==> config.mk <==
export PLATFORM = sky130hd
export DESIGN_NAME = tdc_fifo_reader
export DESIGN_NICKNAME = d
export VERILOG_FILES = /design/src/rtl/tdc_fifo_reader.sv
export SDC_FILE = /design/constraint.sdc
export NUM_CORES = 1
export LEC_CHECK = 0
export ABC_AREA = 1
export ABC_CLOCK_PERIOD_IN_PS = 4600
export BUFFER_PORTS_ARGS = -buffer_cell sky130_fd_sc_hd__clkbuf_2
export CAP_MARGIN = 10
export CORE_AREA = 2 2 102 104
export DETAILED_ROUTE_END_ITERATION = 16
export DIE_AREA = 0 0 104 106
export HOLD_SLACK_MARGIN = 0.02
export PLACE_DENSITY = 0.66
export REMOVE_ABC_BUFFERS = 1
export SKIP_LAST_GASP = 1
export SYNTH_ARGS = -nofsm -noshare
export SYNTH_HDL_FRONTEND = slang
export SYNTH_SLANG_ARGS = --single-unit
==> constraint.sdc <==
create_clock -name clk -period 4.6 [get_ports clk]
set_input_delay 0 -clock clk [delete_from_list [all_inputs] [get_ports clk]]
set_output_delay 0 -clock clk [all_outputs]
set_load 0.05 [all_outputs]
==> src/rtl/tdc_fifo_reader.sv <==
// Pulls one 48-bit TDC record per frame from the measurement FIFO and sends it
// to a UART as an 8-byte frame: sync byte, six data bytes, XOR checksum.
module tdc_fifo_reader #(
  parameter logic [7:0] SYNC_BYTE = 8'hA5
) (
  input  logic        clk,
  input  logic        rst,
  input  logic        enable,
  input  logic        fifo_empty,
  input  logic [47:0] fifo_dout,
  output logic        rd_en,
  output logic [7:0]  tx_data,
  output logic        new_tx_data,
  input  logic        tx_busy,
  output logic        busy,
  output logic [15:0] frame_count
);

  typedef enum logic [2:0] {IDLE, READ, LATCH, SEND, HOLD} state_t;

  state_t      state_q, state_d;
  logic [47:0] hold_q, hold_d;
  logic [2:0]  idx_q, idx_d;
  logic [15:0] frame_count_q, frame_count_d;
  logic [7:0]  tx_data_q, tx_data_d;
  logic        new_tx_q, new_tx_d;
  logic        rd_en_q, rd_en_d;
  logic        busy_q, busy_d;
  logic [7:0]  checksum;
  logic [7:0]  frame_bytes [8];

  // Each 16-bit field goes out high byte first: time1, calib1, calib2.
  assign frame_bytes[0] = SYNC_BYTE;
  for (genvar gi = 0; gi < 3; gi++) begin : g_field
    assign frame_bytes[2*gi+1] = hold_q[16*gi+8 +: 8];
    assign frame_bytes[2*gi+2] = hold_q[16*gi   +: 8];
  end
  assign frame_bytes[7] = checksum;

  always_comb begin
    checksum = 8'h00;
    for (int i = 0; i < 6; i++) begin
      checksum = checksum ^ hold_q[8*i +: 8];
    end
  end

  always_comb begin
    state_d       = state_q;
    hold_d        = hold_q;
    idx_d         = idx_q;
    frame_count_d = frame_count_q;
    tx_data_d     = tx_data_q;
    new_tx_d      = 1'b0;
    case (state_q)
      IDLE: begin
        if (enable && !fifo_empty) begin
          state_d = READ;
        end
      end
      READ: begin
        state_d = LATCH;
      end
      LATCH: begin
        hold_d  = fifo_dout;
        idx_d   = 3'd0;
        state_d = SEND;
      end
      SEND: begin
        if (!tx_busy) begin
          tx_data_d = frame_bytes[idx_q];
          new_tx_d  = 1'b1;
          state_d   = HOLD;
        end
      end
      HOLD: begin
        // tx_busy is not looked at here: the UART raises it one cycle late.
        if (idx_q == 3'd7) begin
          frame_count_d = frame_count_q + 16'd1;
          state_d       = IDLE;
        end else begin
          idx_d   = idx_q + 3'd1;
          state_d = SEND;
        end
      end
      default: begin
        state_d = IDLE;
      end
    endcase
    rd_en_d = (state_d == READ);
    busy_d  = (state_d != IDLE);
  end

  always_ff @(posedge clk) begin
    if (rst) begin
      state_q       <= IDLE;
      hold_q        <= '0;
      idx_q         <= '0;
      frame_count_q <= '0;
      tx_data_q     <= '0;
      new_tx_q      <= 1'b0;
      rd_en_q       <= 1'b0;
      busy_q        <= 1'b0;
    end else begin
      state_q       <= state_d;
      hold_q        <= hold_d;
      idx_q         <= idx_d;
      frame_count_q <= frame_count_d;
      tx_data_q     <= tx_data_d;
      new_tx_q      <= new_tx_d;
      rd_en_q       <= rd_en_d;
      busy_q        <= busy_d;
    end
  end

  assign rd_en       = rd_en_q;
  assign tx_data     = tx_data_q;
  assign new_tx_data = new_tx_q;
  assign busy        = busy_q;
  assign frame_count = frame_count_q;

endmodule

# Yosys cells after proc, flatten, opt, wreduce, memory -nomap -nowiden
# Cells that the tools add are included.
# W data, S select, Z words.
# word_totals
ff_bits,81
latch_bits,0
ramBits,0
romBits,0
input_bits,53
n_memories,0
# classes
add_sub_neg,2
mul,0
div,0
n_lt_le_gt_ge,1
n_eq_ne,7
n_shift,0
mux,10
n_bitwise,8
n_reduce_logical,9
# ops
op,n
$xor A8 B8 Y8,5
$bmux W8 S3,1
$add A16 B1 Y16 const B,1
$mux W8,2
$pmux W3 S5,1
$mux W3,3
$eq A3 B1 Y1 const B,2
$eq A3 B2 Y1 const B,2
$eq A3 B3 Y1 const B,2
$pmux W3 S2,1
$reduce_and A2 Y1,3
$ge A4 B4 Y1 const B,1
$not A3 Y4,1
$add A3 B1 Y3 const B,1
$logic_not A3 Y1,1
$reduce_bool A3 Y1,1
$mux W2,1
$ne A2 B2 Y1 const B,1
$not A1 Y1,2
$reduce_bool A2 Y1,1
$reduce_or A2 Y1,1
$logic_and A1 B1 Y1,1
$logic_not A1 Y1,1
$mux W1,1

# Logic depth before layout (Yosys ltp)
# Gate-level depths: netlist of the first run.
# logic_depth
ltp_word,8
ltp_mapped,12

# Worst setup path before layout of the first run
# OpenSTA, ideal clock, no wires.
# synth_path
path_kind,register -> register
startpoint,register frame_count_q[1] (netlist: frame_count[1])
endpoint,register frame_count_q[10] (netlist: frame_count[10])
arrival_ns,1.742
slack_ns,2.742
stages_incl_launch_ff,9
n_path_buf,0
synth_period_minus_slack_ns,1.858
path_cell_list,dfxtp_1 ha_1 nand4_1 nor2_1 nand2_1 nor3_1 nand3_1 nand2_1 o21ba_2
# synth_via
elab_chain_cells,1
# synth_rtl
element,line,source
start: declaration,24,"logic [15:0] frame_count_q, frame_count_d;"
start signal: assignment,107,frame_count_q <= frame_count_d;
$add A16 B1 Y16,78,frame_count_d = frame_count_q + 16'd1;
# No other way between the ends.
# A chain may end at the register's enable or synchronous reset.

# Worst setup path in the final report of the first run
# layout_path
startpoint,register idx_q[0]
endpoint,register frame_count_q[14] (netlist: frame_count[14])
# layout_via
elab_chain_cells,2
# layout_rtl
element,line,source
start: declaration,23,"logic [2:0] idx_q, idx_d;"
start signal: assignment,106,idx_q <= idx_d;
$eq A3 B3 Y1,77,if (idx_q == 3'd7) begin
$reduce_and A2 Y1 (no source line),--,
# No other way between the ends.

==> impl_metrics.ini, run 1 <==
[final_layout]
final_nets = 780
register_area_um2 = 1623
fillers = 1011
finish.utilization_pct = 52.65
area_growth_pct = 28.21
post_route_cells_drive_above_1_share_pct = 14.56
final_cell_count_without_fillers = 864
multi_input_comb_area_um2 = 2056
antenna_cells = 0

[sta]
max_slew.worst_pin.slew_ns = 0.8895
period_minus_slack_ns = 2.537
relSlewSlack_pct = 40.70
finalMaxSlewViolations = 0
max_clock_freq_mhz = 394.2
post-route-worst-setup-slack_ns = 2.063
setup_viol_count_final = 0
rsz0062_at_grt = no
fin_tns_setup_ns = 0
clock-skew-final_ns = 0.008111
finalHoldViolations = 0
min_period_over_period_pct = 55.15

[global_route]
grt_usage_pct = 18.46
antenna_found_initial = 0
largest_net_degree_at_the_start_of_global_routing = 58
grt_first_pass_wirelength_um = 16880
grt.overflow.total = 0
first_global_vias = 3956

[pwr]
vdd_ir_drop_max_uv = 138.0
pwr-share-clk_pct = 33.2
sequentialPowerShare_pct = 49.1
power.share.switching_pct = 28.34
power.total_mw = 1.602
power.density_nw_per_um2 = 304.2
intPower_mw = 1.148
power_leakage_nw = 2.257
net_sw_power_mw = 0.4539
combPwrFrac_pct = 17.7

[synthesis]
average_cell_area_after_synthesis_um2 = 6.710
synth_area_um2 = 4106
netlist-cell-type-count = 27
synth_area_leaders = sky130_fd_sc_hd__dfxtp_1 39%, sky130_fd_sc_hd__nand2_1 13%, sky130_fd_sc_hd__a21oi_1 10%, sky130_fd_sc_hd__o21ai_0 9.1%, sky130_fd_sc_hd__inv_1 7.8%
synth_seq_cells = 81
postSynthCellCount = 612
yosysWarningCount = 0
synth.largest_area_cell = sky130_fd_sc_hd__dfxtp_1
synthDominantCellAreaShare_pct = 39.49
seq_area_frac_synth_pct = 39.49

[die]
initial_util_pct = 41.07
die-area_um2 = 11020
core_um2 = 10000
ioPinCount = 80
die_height_um = 106
dieWidth_um = 104
placement_rows = 37

[cts]
tritoncts.num_buffers = 9
clock_tree.buffer_depth = 2
tritoncts_clock_tree = built
clock_tree.htree_level_count = 3
cts.repair_timing.setup_buffer_count = 0
cts-resized-gates = 0
cts_sinks = 81
clkTransAtPathRegs_ns = 0.08
clock_tree.root_cell = sky130_fd_sc_hd__clkbuf_8
clk-insertion-delay-late_ns = 0.36

[worst_setup_path]
worst-endpoint-arrival_ns = 2.79
path_class = flip-flop to flip-flop
cell_chain_critical_path = ha_1 > ha_1 > nand3_4 > nor2_1 > nand2_1 > nor3_1 > nand3_1 > o21ai_0 > a21oi_1
cp_slowest_stage_delay_ns = 0.92
cp_data_required_time_ns = 4.85
timing.critical_path.max_delay_family = flip-flops
critPathMostFrequentCell = sky130_fd_sc_hd__ha_1
critical_path.endpoint_type = flip-flop
setup.worst_path.start_class = flip-flop
critical_path.n_buffers_inverters = 0
cp_slowest_cell = sky130_fd_sc_hd__dfxtp_2
cp_max_fo = 55

[run_status]
run_status = finished clean

[placement]
globalplace.congestion = 0.7996
dp.final_hpwl_um = 6740
pre_cts_ws_ns = 2.102
placed_cells_incl_taps = 800
io_buffers = 79

[min_path]
hold_path.class = primary input to flip-flop

[routing]
route.antenna.remaining_nets = 0
routed_wire_length_per_instance_um = 11.67
detailroute.via_count = 4181
detail_route.vias_per_cell = 4.839
dr.first_iter.drc_count = 115
drcViolationCount = 0
drt_pre_antenna_iters = 6
total_length_of_routed_wires_um = 10090

[run]
cap_violations = 0
cells in the final DEF, fill, tap and decap left out, types with 3 or more instances in the layout:
| cell type | instances |
|---|---|
| sky130_fd_sc_hd__a21oi_1 | 86 |
| sky130_fd_sc_hd__a31oi_1 | 6 |
| sky130_fd_sc_hd__clkbuf_2 | 79 |
| sky130_fd_sc_hd__clkbuf_8 | 11 |
| sky130_fd_sc_hd__dfxtp_1 | 80 |
| sky130_fd_sc_hd__dlygate4sd3_1 | 49 |
| sky130_fd_sc_hd__ha_1 | 3 |
| sky130_fd_sc_hd__inv_1 | 85 |
| sky130_fd_sc_hd__nand2_1 | 137 |
| sky130_fd_sc_hd__nand3_1 | 35 |
| sky130_fd_sc_hd__nand4_1 | 11 |
| sky130_fd_sc_hd__nor2_1 | 30 |
| sky130_fd_sc_hd__nor2_4 | 3 |
| sky130_fd_sc_hd__nor3_1 | 4 |
| sky130_fd_sc_hd__o2111ai_1 | 3 |
| sky130_fd_sc_hd__o21ai_0 | 75 |
| sky130_fd_sc_hd__xnor2_1 | 10 |
cell usage after synthesis (all sizes together):
master	number
nand4	11
o21ba	1
a211oi	1
buf	4
nand2	139
a21oi	86
o21a	2
o2111ai	3
or3b	1
nor3b	1
dfxtp	81
or4	1
nand3	37
nand3b	1
xnor2	10
inv	85
nor3	6
clkbuf	25
o21ai	75
ha	3
a31oi	6
nor2	33
area by class of cell:
| class | count | area share, % |
|---|---|---|
| clock buffer | 13 | 3.018 |
| clock inverter | 2 | 0.7129 |
| inverter | 85 | 6.060 |
| multi-input combinational | 417 | 39.04 |
| sequential | 81 | 30.82 |
| tap | 136 | 3.232 |
| timing repair buffer | 130 | 17.11 |
power by group through the flow:
stage | Clock, mW | Sequential (mW) | Combinational (mW)
2_1_floorplan | 0 | 0.801 | 0.177
3_3_place_gp | 0 | 0.800 | 0.246
3_5_place_dp | 0 | 0.802 | 0.252
4_1_cts | 0.549 | 0.786 | 0.285
5_1_grt | 0.574 | 0.792 | 0.326
6_report | 0.532 | 0.786 | 0.283
metal layers:
layer | global-route usage [%] | wire [um] | share of wire [%] | vias to the layer above
li1 | - | - | - | 2224
met1 | 20.36 | 4485 | 44 | 1864
met2 | 33.98 | 4992 | 49 | 67
met3 | 4.108 | 318 | 3.2 | 26
met4 | 8.108 | 290 | 2.9 | 0
met5 | 0 | 0 | 0 | -
state kept, by name, indices dropped and copies added, names as in the netlist:
register / cells
frame_count: 16
hold_q: 48
state_q: 3
rd_en: 1
idx_q: 3
tx_data: 8
new_tx_data: 1
busy: 1
final timing paths:
path | startpoint | end | slack [ns] | cells after the start
worst max register to register | idx_q[0]$_SDFFE_PP0P_ | frame_count[14]$_SDFFE_PP0P_ | 2.06 | 9
worst max-delay path | idx_q[0]$_SDFFE_PP0P_ | frame_count[14]$_SDFFE_PP0P_ | 2.06 | 9
worst min-delay path | fifo_empty | rd_en$_SDFF_PP0_ | 0.02 | 5
worst min register to register | tx_data[4]$_SDFFE_PP0P_ | tx_data[4]$_SDFFE_PP0P_ | 0.47 | 2
worst min-delay path, stage by stage:
cell and delay, ns:
sky130_fd_sc_hd__clkbuf_2 0.07, sky130_fd_sc_hd__inv_1 0.03, sky130_fd_sc_hd__nand2_1 0.05, sky130_fd_sc_hd__or4_1 0.12, sky130_fd_sc_hd__nor2_1 0.05
metrics by stage:
step                hold slack [ns]  area (um^2)
floorplan                   0.06907         3994
global placement             0.2779         4578
detailed placement           0.2832         4578
CTS                         0.03511         5265
global route                0.05598         5265
finish                      0.02236         5265
logic make-up after synthesis:
kind of cell,Yosys count,synth area share [%]
xor gates and xnor gates,10,2.133
AOI/OAI and AO/OA,174,21.97
DFF,81,39.49
buffers and inverters,114,10.51
and+or+nand+nor,230,24.99
adders and majority gates,3,0.9142
repair_timing:
action                                  in CTS  in global routing
hold buffers                                49                  0
endpoints found under the setup margin       0                  0
hold endpoints to repair                    49                  0
(Power assumes the default switching activity.)
==> inputs of run 2 (changes only) <==
--- a/config.mk
+++ b/config.mk
@@ -5,13 +5,13 @@
 export SDC_FILE = /design/constraint.sdc
 export NUM_CORES = 1
 export LEC_CHECK = 0
-export ABC_AREA = 1
-export ABC_CLOCK_PERIOD_IN_PS = 4600
+export ABC_AREA = 0
+export ABC_CLOCK_PERIOD_IN_PS = 2410
 export BUFFER_PORTS_ARGS = -buffer_cell sky130_fd_sc_hd__clkbuf_2
 export CAP_MARGIN = 10
-export CORE_AREA = 2 2 102 104
+export CORE_AREA = 2 2 100 102
 export DETAILED_ROUTE_END_ITERATION = 16
-export DIE_AREA = 0 0 104 106
+export DIE_AREA = 0 0 102 104
 export HOLD_SLACK_MARGIN = 0.02
 export PLACE_DENSITY = 0.66
 export REMOVE_ABC_BUFFERS = 1
==> constraint.sdc (replaced) <==
create_clock -name clk -period 2.41 [get_ports clk]
set_input_delay 0 -clock clk [delete_from_list [all_inputs] [get_ports clk]]
set_output_delay 0 -clock clk [all_outputs]
set_load 0.05 [all_outputs]
==> run 2 against run 1 <==
Effect of this change:
- non-clock buffer count up 7
- die area is 3.8% lower
- wire length down 2.6%
- critical path depth down 4
- final area down 2.9%
- via count decreased by 13%
- synthesized cell count fell by 26%
- largest power group unchanged
- area after synthesis shrank 4.0%
- sequential share of layout area rose by 0.90 points
- critical endpoint is now tx_data[0]$_SDFFE_PP0P_
- register-to-register slack worse by 1.6 ns
==> impl_metrics.ini, run 2 <==
[final_layout]
largest_register_ff_count = 48
mostFrequentLayoutCells = 108 x sky130_fd_sc_hd__nand2_1, 81 x sky130_fd_sc_hd__dfxtp_1, 79 x sky130_fd_sc_hd__clkbuf_2
most_frequent_standard_cell_in_the_layout_excluding_fill_and_tap_cells = sky130_fd_sc_hd__nand2_1
area_growth_pct = 29.68
finish.utilization_pct = 53.52
top_register = hold_q
antenna_cells = 0
final_nets = 627
post_route_cells_drive_above_1_share_pct = 18.96
layout.cell_area.non_filler_um2 = 5111

[cts]
clock_tree.root_cell = sky130_fd_sc_hd__clkbuf_8
tritoncts_clock_tree = built
clkTransAtPathRegs_ns = 0.08
clk-insertion-delay-late_ns = 0.35
clock_tree.htree_level_count = 3
tritoncts.num_buffers = 9
cts-resized-gates = 0
cts_sinks = 81
clock_tree.buffer_depth = 2

[routing]
routed_wire_length_per_instance_um = 13.88
drt_pre_antenna_iters = 5
detailroute.via_count = 3649
dr.first_iter.drc_count = 152
route.antenna.remaining_nets = 0
drcViolationCount = 0
total_length_of_routed_wires_um = 9825
detail_route.vias_per_cell = 5.154

[global_route]
largest_net_degree_at_the_start_of_global_routing = 57
grt.overflow.total = 0
first_global_vias = 3617
grt_usage_pct = 19.19
grt_first_pass_wirelength_um = 16700
antenna_found_initial = 0

[worst_setup_path]
r2r_start = idx_q[2]$_SDFFE_PP0P_
path_class = flip-flop to flip-flop
timing.reg2reg.worst_path_depth = 5
worst-endpoint-arrival_ns = 2.15
timing.critical_path.max_delay_family = compound AO/OA/AOI/OAI gates
critical_path.endpoint_type = flip-flop
cp_slowest_cell = sky130_fd_sc_hd__nor2b_1
cell_chain_critical_path = buf_4 > nor2b_1 > a211oi_1 > a32oi_1 > o211ai_1
cp_max_fo = 13
setup.worst_path.start_class = flip-flop
r2r_end = tx_data[0]$_SDFFE_PP0P_
cp_slowest_stage_delay_ns = 0.62
cp_data_required_time_ns = 2.64
timing.reg2reg.setup_slack_ns = 0.49
critical_path.n_buffers_inverters = 1

[placement]
dp.final_hpwl_um = 6624
post_dp_area_um2 = 4434
io_buffers = 79
globalplace.congestion = 0.7902

[sta]
clock-skew-final_ns = 0.009572
finalMaxSlewViolations = 0
rsz0062_at_grt = no
max_slew.worst_pin.slew_ns = 0.7320
min_period_over_period_pct = 79.79
period_minus_slack_ns = 1.923
relSlewSlack_pct = 51.10
final_layout_worst_hold_slack_ns = 0.08027
max_clock_freq_mhz = 520.0
setup_viol_count_final = 0
finalHoldViolations = 0

[synthesis]
synth_area_leaders = sky130_fd_sc_hd__dfxtp_1 41%, sky130_fd_sc_hd__nand2_1 10%, sky130_fd_sc_hd__a21oi_1 7.5%, sky130_fd_sc_hd__xnor3_1 4.6%, sky130_fd_sc_hd__xnor2_1 4.0%
synth_enable_flop_cells = 0
synthDominantCellAreaShare_pct = 41.14
yosysWarningCount = 0
synth_area_um2 = 3941
seq_area_frac_synth_pct = 41.14
netlist_top_cells_count = 108 x sky130_fd_sc_hd__nand2_1, 81 x sky130_fd_sc_hd__dfxtp_1, 59 x sky130_fd_sc_hd__a21oi_1
synthArstFlopShare_pct = 0
average_cell_area_after_synthesis_um2 = 8.700
yosys.cell_count.top_type = sky130_fd_sc_hd__nand2_1
synth_seq_cells = 81
netlist-cell-type-count = 48
synth.largest_area_cell = sky130_fd_sc_hd__dfxtp_1
postSynthCellCount = 453
synth_flop_cell = sky130_fd_sc_hd__dfxtp_1

[die]
core_um2 = 9549
dieWidth_um = 102
initial_util_pct = 41.27
die-area_um2 = 10610
placement_rows = 36
die_height_um = 104
ioPinCount = 80

[pwr]
power.density_nw_per_um2 = 546.1
pwr-share-clk_pct = 33.4
power_leakage_nw = 1.878
combPwrFrac_pct = 14.9
intPower_mw = 2.083
vdd_ir_drop_max_uv = 334.3
power.share.switching_pct = 25.38
power.total_mw = 2.791
net_sw_power_mw = 0.7083
sequentialPowerShare_pct = 51.7

[min_path]
hold_path.class = primary input to flip-flop
hold_path_depth = 4
worstHoldStart = fifo_empty
worst_hold_path.endpoint = state_q[0]$_SDFF_PP0_

[run]
cap_violations = 0

[run_status]
run_status = finished clean
==> run 2: how the worst max path moves through the flow <==
stage,from,slack (ns),endpoint,cells past startpoint
2_1_floorplan,state_q[1]$_SDFF_PP0_,-0.82,hold_q[0]$_SDFFE_PP0P_,4
3_3_place_gp,idx_q[0]$_SDFFE_PP0P_,0.60,tx_data[6]$_SDFFE_PP0P_,5
3_5_place_dp,idx_q[2]$_SDFFE_PP0P_,0.50,tx_data[0]$_SDFFE_PP0P_,5
4_1_cts,idx_q[2]$_SDFFE_PP0P_,0.51,tx_data[3]$_SDFFE_PP0P_,5
5_1_grt,idx_q[2]$_SDFFE_PP0P_,0.33,tx_data[1]$_SDFFE_PP0P_,5
6_report,idx_q[2]$_SDFFE_PP0P_,0.49,tx_data[0]$_SDFFE_PP0P_,5
==> run 2: power by group through the flow <==
stage / Combinational (mW) / Sequential (mW) / Clock (mW)
2_1_floorplan: 0.222 / 1.48 / 0
3_3_place_gp: 0.344 / 1.47 / 0
3_5_place_dp: 0.353 / 1.48 / 0
4_1_cts: 0.418 / 1.44 / 0.960
5_1_grt: 0.458 / 1.45 / 1.02
6_report: 0.415 / 1.44 / 0.933
==> run 2: logic make-up after synthesis <==
family | count (synthesis) | share of synthesized area, %
AND/OR/NAND/NOR | 179 | 22.35
AO/OA/AOI/OAI | 106 | 17.14
flip-flops | 81 | 41.14
XOR/XNOR | 34 | 10.35
buffers and inverters | 34 | 3.778
multiplexers | 16 | 4.286
adder cells (fa/ha/maj) | 3 | 0.9525
==> run 2: routing by layer <==
metal	vias up	wire length [um]	GRT usage (%)
met5	-	0	0
met2	82	4774	32.75
met3	11	431	4.503
met1	1722	4523	24.34
met4	0	96	4.476
li1	1834	-	-
==> run 2: area by class of cell <==
cell class / instances / area, um^2
clock inverter: 4 / 45.04
clock buffer: 11 / 131.4
inverter: 4 / 15.01
timing repair buffer: 137 / 955.9
tap: 133 / 166.4
multi-input combinational: 338 / 2176
fill: 920 / 4438
sequential: 81 / 1622
==> run 2: worst register-to-register path: stages, from the launching register on <==
cell	delay, ns
sky130_fd_sc_hd__dfxtp_1	0.34
sky130_fd_sc_hd__buf_4	0.21
sky130_fd_sc_hd__nor2b_1	0.62
sky130_fd_sc_hd__a211oi_1	0.25
sky130_fd_sc_hd__a32oi_1	0.28
sky130_fd_sc_hd__o211ai_1	0.12
==> run 2: repair_timing <==
action / 4_1_cts / 5_1_grt
buffers inserted: 0 / 0
endpoints found under the hold margin: 49 / 0
setup endpoints to repair: 0 / 0
hold buffers: 50 / 0
==> run 2: stage by stage <==
stage | worst slack, ns | std cells | setup TNS [ns]
after floorplan | -0.8214 | 423 | -39.81
after global placement | 0.6016 | 643 | 0
after detailed placement | 0.5027 | 643 | 0
after CTS | 0.5095 | 708 | 0
after global routing | 0.3347 | 708 | 0
final | 0.4870 | 708 | 0
==> inputs of run 3 (changes only) <==
--- a/config.mk
+++ b/config.mk
@@ -6,7 +6,7 @@
 export NUM_CORES = 1
 export LEC_CHECK = 0
 export ABC_AREA = 0
-export ABC_CLOCK_PERIOD_IN_PS = 2410
+export ABC_CLOCK_PERIOD_IN_PS = 1900
 export BUFFER_PORTS_ARGS = -buffer_cell sky130_fd_sc_hd__clkbuf_2
 export CAP_MARGIN = 10
 export CORE_AREA = 2 2 100 102
==> constraint.sdc (replaced) <==
create_clock -name clk -period 1.9 [get_ports clk]
set_input_delay 0 -clock clk [delete_from_list [all_inputs] [get_ports clk]]
set_output_delay 0 -clock clk [all_outputs]
set_load 0.05 [all_outputs]
==> run 3 against run 2 <==
Effect of this change:
- register-to-register slack worse by 0.44 ns
- clock-buffer cell count increased by 3
- die area stayed put
- critical path type unchanged
- combinational power rose by 29%
- core utilization is 0.77 points higher
- final area is 1.4% higher
- sequential power grew 27%
- via count is 0.60% higher
- sequential share of layout area decreased by 0.45 points
==> impl_metrics.ini, run 3 (synthesis gave the netlist of run 2 again) <==
[sta]
max_clock_freq_mhz = 538.4
fin_tns_setup_ns = 0
rsz0062_at_grt = yes
clock-skew-final_ns = 0.008520
min_period_over_period_pct = 97.76
max_slew.worst_pin.slew_ns = 0.7317
finalHoldViolations = 0
setup_viol_count_final = 0
finalMaxSlewViolations = 0
period_minus_slack_ns = 1.857
relSlewSlack_pct = 51.12

[final_layout]
final_nets = 631
fillers = 913
layout.cell_area.non_filler_um2 = 5185
post_route_cells_drive_above_1_share_pct = 19.83
most_frequent_standard_cell_in_the_layout_excluding_fill_and_tap_cells = sky130_fd_sc_hd__nand2_1
top_register = hold_q
antenna_cells = 0
mostFrequentLayoutCells = 108 x sky130_fd_sc_hd__nand2_1, 81 x sky130_fd_sc_hd__dfxtp_1, 79 x sky130_fd_sc_hd__clkbuf_2
largest_register_ff_count = 48
area_growth_pct = 31.56

[placement]
globalplace.congestion = 0.8134
dp.final_hpwl_um = 6568
io_buffers = 79
post_dp_area_um2 = 4464

[run_status]
run_status = finished clean

[worst_setup_path]
timing.reg2reg.worst_path_depth = 5
r2r_end = tx_data[4]$_SDFFE_PP0P_
critical_path.endpoint_type = flip-flop
cp_data_required_time_ns = 2.13
setup.worst_path.start_class = flip-flop
cp_max_fo = 12
worst-endpoint-arrival_ns = 2.09
path_class = flip-flop to flip-flop
r2r_start = idx_q[1]$_SDFFE_PP0P_
timing.reg2reg.setup_slack_ns = 0.04

[pwr]
power_leakage_nw = 1.909
vdd_ir_drop_max_uv = 533.2
power.density_nw_per_um2 = 710.0

[cts]
clock_tree.buffer_depth = 2
clock_tree.root_cell = sky130_fd_sc_hd__clkbuf_8
cts_sinks = 81
tritoncts.num_buffers = 9
cts.repair_timing.setup_buffer_count = 0
tritoncts_clock_tree = built
clk-insertion-delay-late_ns = 0.35
clock_tree.htree_level_count = 3
clkTransAtPathRegs_ns = 0.08

[die]
placement_rows = 36
die_height_um = 104
initial_util_pct = 41.27
ioPinCount = 80
die-area_um2 = 10610
dieWidth_um = 102
core_um2 = 9549

[routing]
routed_wire_length_per_instance_um = 13.83
drcViolationCount = 0
drt_pre_antenna_iters = 4
route.antenna.remaining_nets = 0
dr.first_iter.drc_count = 119
total_length_of_routed_wires_um = 9860
detailroute.via_count = 3671
detail_route.vias_per_cell = 5.149

[global_route]
grt_most_used_layer = met2
grt_util_met2_pct = 31.91
grtUsageMet1_pct = 23.65
grt_first_pass_wirelength_um = 16010
grt_usage_pct = 18.70
largest_net_degree_at_the_start_of_global_routing = 52
grt.overflow.total = 0
first_global_vias = 3515
met3_capacity_usage_during_global_routing_pct = 4.704
antenna_found_initial = 0

[run]
cap_violations = 0

[min_path]
hold_path_depth = 2
hold_path.class = primary input to flip-flop
worst_hold_path.endpoint = hold_q[35]$_SDFFE_PP0P_
worstHoldStart = rst
==> run 3: how the worst max path moves through the flow <==
stage | to | slack, ns | startpoint | cells past startpoint
6_report | tx_data[4]$_SDFFE_PP0P_ | 0.04 | idx_q[1]$_SDFFE_PP0P_ | 5
5_1_grt | frame_count[12]$_SDFFE_PP0P_ | -0.03 | idx_q[1]$_SDFFE_PP0P_ | 6
4_1_cts | frame_count[12]$_SDFFE_PP0P_ | 0.04 | idx_q[1]$_SDFFE_PP0P_ | 6
3_5_place_dp | frame_count[12]$_SDFFE_PP0P_ | 0.06 | idx_q[0]$_SDFFE_PP0P_ | 6
3_3_place_gp | frame_count[14]$_SDFFE_PP0P_ | 0.11 | idx_q[0]$_SDFFE_PP0P_ | 6
2_1_floorplan | hold_q[0]$_SDFFE_PP0P_ | -1.33 | state_q[1]$_SDFF_PP0_ | 4
==> run 3: layer usage <==
metal,vias to the layer above,part of all wire [%]
met3,10,5.0
met1,1712,46
met2,101,49
met4,0,0.61
met5,-,0
li1,1848,-
==> run 3: worst max-delay path, cell delays in order, from the launching register on <==
cell and delay, ns:
sky130_fd_sc_hd__dfxtp_1 0.32, sky130_fd_sc_hd__buf_4 0.18, sky130_fd_sc_hd__nor2b_1 0.59, sky130_fd_sc_hd__a211oi_1 0.24, sky130_fd_sc_hd__a32oi_1 0.28, sky130_fd_sc_hd__o211ai_1 0.12
==> run 3: per-stage QoR <==
step	hold WS (ns)	utilization, %	power (mW)	setup slack [ns]	std cells
after CTS	0.06628	54.17	3.710	0.03991	713
final	0.09389	54.30	3.681	0.04265	713
after floorplan	0.06907	-	2.155	-1.331	423
after detailed placement	0.2294	46.75	2.321	0.06185	647
after global routing	0.1076	54.30	3.852	-0.02774	713
after global placement	0.2233	46.75	2.310	0.1112	647
==> run 3: area by class of cell <==
type	instances	area [um^2]	share of cell area (%)
clock buffer	14	172.7	3.330
sequential	81	1622	31.27
inverter	4	15.01	0.2896
multi-input combinational	338	2188	42.21
timing repair buffer	141	985.9	19.02
clock inverter	2	35.03	0.6757
tap	133	166.4	3.209
==> run 3: timing repair <==
action | CTS | global route
setup endpoints to repair | 0 | 7
hold endpoints to repair | 49 | 0
hold buffers | 50 | 0
resized for setup | 0 | 2
==> run 3: where the power goes <==
group,switching (mW),internal [mW]
logic,0.249,0.286
clock network,0.603,0.715
registers,0.0619,1.77
